<file path="src/rtl/mem_arbiter.sv">
// ============================================================================
// mem_arbiter : IF/MEM arbiter for a shared fixed-latency single-port memory
// Revision    : 1.0
// ============================================================================
`default_nettype none

module mem_arbiter #(
    parameter int ADDR_W      = 32,
    parameter int DATA_W      = 32,
    parameter int WAIT_CYCLES = 4
) (
    input  logic              clk,
    input  logic              rst_n,
    input  logic              if_req_i,
    input  logic [ADDR_W-1:0] if_addr_i,
    output logic [DATA_W-1:0] if_rdata_o,
    output logic              if_ready_o,
    input  logic              mem_r_en_i,
    input  logic              mem_w_en_i,
    input  logic [ADDR_W-1:0] mem_addr_i,
    input  logic [DATA_W-1:0] mem_wdata_i,
    output logic [DATA_W-1:0] mem_rdata_o,
    output logic              mem_ready_o,
    output logic              freeze_o,
    output logic              sram_en_o,
    output logic              sram_we_o,
    output logic [ADDR_W-1:0] sram_addr_o,
    output logic [DATA_W-1:0] sram_wdata_o,
    input  logic [DATA_W-1:0] sram_rdata_i
);

    typedef enum logic [1:0] {
        IDLE = 2'd0,
        BUSY = 2'd1,
        DONE = 2'd2
    } state_t;

    localparam logic [3:0] C_LAST_CNT = 4'(WAIT_CYCLES - 1);

    state_t              state_q, state_d;
    logic [3:0]          cnt_q, cnt_d;
    logic                grant_q, grant_d;     // 1 = MEM owns the access
    logic                we_q, we_d;
    logic [ADDR_W-1:0]   addr_q, addr_d;
    logic [DATA_W-1:0]   wdata_q, wdata_d;
    logic [DATA_W-1:0]   if_rdata_q, if_rdata_d;
    logic [DATA_W-1:0]   mem_rdata_q, mem_rdata_d;

    logic                w_mem_req;
    logic                w_if_stall;
    logic                w_mem_stall;

    assign w_mem_req = mem_r_en_i | mem_w_en_i;

    always_ff @(posedge clk or negedge rst_n) begin
        if (!rst_n) begin
            state_q     <= IDLE;
            cnt_q       <= 4'd0;
            grant_q     <= 1'b0;
            we_q        <= 1'b0;
            addr_q      <= '0;
            wdata_q     <= '0;
            if_rdata_q  <= '0;
            mem_rdata_q <= '0;
        end else begin
            state_q     <= state_d;
            cnt_q       <= cnt_d;
            grant_q     <= grant_d;
            we_q        <= we_d;
            addr_q      <= addr_d;
            wdata_q     <= wdata_d;
            if_rdata_q  <= if_rdata_d;
            mem_rdata_q <= mem_rdata_d;
        end
    end

    always_comb begin
        state_d     = state_q;
        cnt_d       = cnt_q;
        grant_d     = grant_q;
        we_d        = we_q;
        addr_d      = addr_q;
        wdata_d     = wdata_q;
        if_rdata_d  = if_rdata_q;
        mem_rdata_d = mem_rdata_q;

        case (state_q)
            IDLE: begin
                cnt_d = 4'd0;
                // A simultaneous load+store request degrades to a load.
                if (w_mem_req) begin
                    state_d = BUSY;
                    grant_d = 1'b1;
                    we_d    = mem_w_en_i & ~mem_r_en_i;
                    addr_d  = mem_addr_i;
                    wdata_d = mem_wdata_i;
                end else if (if_req_i) begin
                    state_d = BUSY;
                    grant_d = 1'b0;
                    we_d    = 1'b0;
                    addr_d  = if_addr_i;
                end
            end
            BUSY: begin
                if (cnt_q == C_LAST_CNT) begin
                    state_d = DONE;
                    cnt_d   = 4'd0;
                    if (!we_q) begin
                        if (grant_q) begin
                            mem_rdata_d = sram_rdata_i;
                        end else begin
                            if_rdata_d = sram_rdata_i;
                        end
                    end
                end else begin
                    cnt_d = cnt_q + 4'd1;
                end
            end
            DONE: begin
                state_d = IDLE;
            end
            default: begin
                state_d = IDLE;
                cnt_d   = 4'd0;
            end
        endcase
    end

    assign sram_en_o    = (state_q == BUSY);
    assign sram_we_o    = (state_q == BUSY) & we_q;
    assign sram_addr_o  = addr_q;
    assign sram_wdata_o = wdata_q;

    assign if_ready_o   = (state_q == DONE) & ~grant_q;
    assign mem_ready_o  = (state_q == DONE) &  grant_q;
    assign if_rdata_o   = if_rdata_q;
    assign mem_rdata_o  = mem_rdata_q;

    // Freeze is forced low while reset is held so every output reads 0.
    assign w_if_stall  = if_req_i  & ~if_ready_o;
    assign w_mem_stall = w_mem_req & ~mem_ready_o;
    assign freeze_o    = rst_n & (w_if_stall | w_mem_stall);

endmodule

`default_nettype wire

</file>
<file path="config.mk">
export PLATFORM = sky130hd
export DESIGN_NAME = mem_arbiter
export DESIGN_NICKNAME = d
export VERILOG_FILES = /design/src/rtl/mem_arbiter.sv
export SDC_FILE = /design/constraint.sdc
export NUM_CORES = 1
export LEC_CHECK = 0
export BUFFER_PORTS_ARGS = -buffer_cell sky130_fd_sc_hd__clkbuf_2
export CORE_MARGIN = 8
export CORE_UTILIZATION = 23
export DETAILED_ROUTE_END_ITERATION = 12
export GPL_TIMING_DRIVEN = 0
export HOLD_SLACK_MARGIN = 0.08
export PLACE_DENSITY = 0.56
export SYNTH_ARGS = -nofsm -noshare
export SYNTH_HDL_FRONTEND = slang
export SYNTH_SLANG_ARGS = --single-unit
export TNS_END_PERCENT = 5
</file>
<file path="constraint.sdc">
create_clock -name clk -period 5.8 [get_ports clk]
set_clock_uncertainty 0.15 [all_clocks]
set_input_delay 0.87 -clock clk [delete_from_list [all_inputs] [get_ports clk]]
set_output_delay 0.87 -clock clk [all_outputs]
set_load 0.02 [all_outputs]
</file>
==> reports/metrics.sh <==
FLOORPLAN.DIE_AREA_MM2=0.0299
SYNTH_FA_HA_AREA_SHARE_PCT=0.221
CRITICAL_PATH.ENDPOINT='freeze_o'
SYNTH.TOP_CELLS.BY_COUNT='sky130_fd_sc_hd__dfrtp_1 (136), sky130_fd_sc_hd__o21ai_0 (69), sky130_fd_sc_hd__mux2_2 (64)'
DIE_W_UM=173
REGTOREGENDPOINT='if_rdata_o[2]'
POWER.TOTAL_mW=4.79
SYNTHTOLAYOUTAREAGROWTH_PCT=41.9
SYNTHARSTFLOPSHARE_PCT=100
TIMING.CRITICAL_PATH.ARRIVAL_PS=2410
DRIVE_ABOVE_1_SHARE_PCT=59.2
FINISH.INSTANCE_AREA_MM2=0.00803
NUMBER_OF_BUFFERS_INSERTED_BY_POST_CTS_SETUP_REPAIR=0
CTS.HTREE.LEVELS=4
PATH_CLK_SLEW_PS=60
FINALNONFILLERCELLS=1013
CTS_HOLD_BUF=0
STARTPOINT='mem_w_en_i'
OVERFLOW=0
DETAILROUTE.VIA_COUNT=4133
CLK_LATENCY_PS=400
FINAL.MIN_CLOCK_PERIOD_PS=3430
DPL-INSTANCE-AREA_MM2=0.00742
ROUTED_WIRE_LENGTH_PER_INSTANCE_UM=16.2
RSZ0062_AT_GRT='no'
YOSYSMOSTFREQUENTCELL='sky130_fd_sc_hd__dfrtp_1'
STATUS='completed'
CTS.REPAIR.RESIZED=0
SYNTH_TOP_FLOP_CELL='sky130_fd_sc_hd__dfrtp_1'
SYNTH.LIB_CELLS_USED.DISTINCT=31
ACHIEVABLE-FREQUENCY_GHz=0.291
CLOCKBUFFERDEPTH=2
WORST_HOLD_PATH_TYPE='primary input to async pin'
ROWS=57
IOS=266
FIRSTDRTPASSITERS=4
CTS_MADE_BUFFERS=17
YOSYS_WARNINGS=0
SYNTH.AREA.MUX_SHARE_PCT=26.9
MAX-VDD-IR-DROP_V=0.000209
SETUP_VIOL=0
CTS_ROOT_BUF='sky130_fd_sc_hd__clkbuf_16'
MAXSLEWHEADROOM_PCT=56.2
SETUP.REG_TO_REG.WORST_SLACK_PS=3410
DRT_ITER0_MARKERS=177
FINISH.NET_COUNT=811
GRT_FIRST_PASS_WIRELENGTH_UM=26400
FINALHOLDVIOLCOUNT=0
POST_SYNTH_EDFFS=0
PLACEDCELLCOUNT=982
TIMING.SETUP.CRITICAL_PATH_CLASS='primary input to primary output'
POST_DETAILED_ROUTE_VIA_TO_CELL_RATIO=4.08
INITIAL_CORE_UTIL_PCT=23.3
COMPOUND_CELL_AREA_SHARE_OF_THE_YOSYS_NETLIST_PCT=6.77
ANT_NETS=0
CTS_TREE='built'
POST_SYNTH_XOR_AREA_FRACTION_PCT=0.155
SYN_AREA_PER_CELL_UM2=14.4
SYN-NUM-NETS=526
COMBINATIONAL_FAMILY_WITH_THE_MOST_AREA_AFTER_SYNTHESIS='multiplexers'
WORST_R2R_PATH_DEPTH=6
FIRST_GLOBAL_VIAS=4646
CRITPATHMAXFANOUT=10
DETAILEDPLACE.WORSTSLACK_PS=2320
WORST_SLEW_PIN_SLEW_PS=657
GP_CONGESTION=0.744
CRITICAL_PATH.ENDPOINT_TYPE='primary output'
POWER.DENSITY_mW_PER_MM2=597
LEADING_CELL_TYPES_BY_TOTAL_AREA_AFTER_SYNTHESIS='sky130_fd_sc_hd__dfrtp_1 (60%), sky130_fd_sc_hd__mux2_2 (13%), sky130_fd_sc_hd__mux2_4 (8.0%)'
ROUTED_WL_UM=16400
FP.COREAREA_MM2=0.0242
SLEW_VIOLATIONS=0
MAXCAPVIOLCOUNT=0
SYNTH_SIMPLE_GATE_AREA_SHARE_PCT=2.46
GRT_START_MAX_NET_PINS=78
SYNTH_AREA_MM2=0.00566
ANT_DIODES=0
POWER.STATIC_LEAKAGE_nW=3.98
SYNTH_CELLS=392
MIN_PERIOD_OVER_PERIOD_PCT=59.2
DRCVIOLATIONCOUNT=0
CRIT_PATH_START_KIND='primary input'
CRIT-REG2REG-LAUNCH='cnt_q[0]'
ANTENNA_FOUND_INITIAL=0
SYNTH_LARGEST_TYPE_AREA_FRACTION_PCT=60.2
NUMCLOCKSINKS=136
SETUP_SLACK_PS=2370
GR-USAGE-ALL-LAYERS_PCT=11.1
FIN_TNS_SETUP_PS=0
PORTBUFFERS=265
WORST-ENDPOINT-REQUIRED_PS=4780
DIE_H_UM=173
SYNTHDOMINANTAREACELLTYPE='sky130_fd_sc_hd__dfrtp_1'
SYNTH.FF_LATCH_COUNT=136
PLACE_HPWL_UM=12700
SEQ_AREA_FRAC_SYNTH_PCT=60.2
[through the flow]
step / util, % / hold slack, ps
detailed placement: 30.6 / 338
global placement: 30.5 / 333
finish: 33.1 / 325
global route: 33.1 / 364
floorplan: - / 336
CTS: 33.1 / 352
[worst max-delay path, stage by stage]
cell and delay, ps:
sky130_fd_sc_hd__clkbuf_2 110, sky130_fd_sc_hd__nor2_1 460, sky130_fd_sc_hd__buf_2 410, sky130_fd_sc_hd__nand2_1 110, sky130_fd_sc_hd__o221a_2 280, sky130_fd_sc_hd__clkbuf_2 170
[cell usage in the layout (no fill, tap or decap), drive strengths merged, types with 2 or more instances in the layout]
cell type	n
and2	2
buf	12
bufinv	3
clkbuf	298
clkinv	7
clkinvlp	2
dfrtp	136
inv	2
mux2	96
mux2i	33
nand2	8
nor2	3
nor2b	2
o21ai	70
[routing by layer]
layer	vias up	GRT usage, %	part of all wire (%)
li1	1960	-	-
met1	1988	13.3	43
met2	178	17.4	46
met3	7	5.27	9.6
met4	0	3.23	0.99
met5	-	0	0
[power breakdown]
group          switching, mW  leakage, nW  internal, mW
sequential             0.251         1.62          1.43
clock                  0.426        0.295         0.696
combinational           1.17         2.07         0.822
[area by class of cell]
type,count,area [µm²]
Sequential cell,136,3400
Multi-Input combinational cell,229,2070
Clock buffer,19,453
Clock inverter,12,151
Fill cell,2476,16200
Inverter,2,7.51
Buffer,25,178
Tap cell,324,405
Timing Repair Buffer,266,1360
[cells by family after synthesis]
| family | Yosys count |
|---|---|
| AO/OA/AOI/OAI | 74 |
| multiplexers | 129 |
| flip-flops | 136 |
| XOR/XNOR | 1 |
| adder cells (fa/ha/maj) | 1 |
| buffers and inverters | 27 |
| AND/OR/NAND/NOR | 24 |
[sequential cells by signal, summed over array words and instances, names as in the netlist]
signal / count
cnt_q: 4
grant_q: 1
if_rdata_o: 32
mem_rdata_o: 32
sram_addr_o: 32
sram_wdata_o: 32
state_q: 2
we_q: 1
[worst min path at each step]
| stage | start | endpoint | slack [ps] | cells past startpoint |
|---|---|---|---|---|
| 4_1_cts | if_rdata_o[6] | if_rdata_o[6] | 350 | 1 |
| 6_report | rst_n | mem_rdata_o[19] | 320 | 1 |
| 2_1_floorplan | cnt_q[0] | cnt_q[0] | 340 | 1 |
| 3_3_place_gp | if_rdata_o[6] | if_rdata_o[6] | 330 | 1 |
| 5_1_grt | rst_n | mem_rdata_o[13] | 360 | 1 |
| 3_5_place_dp | if_rdata_o[6] | if_rdata_o[6] | 340 | 1 |
(Power assumes the default switching activity.)
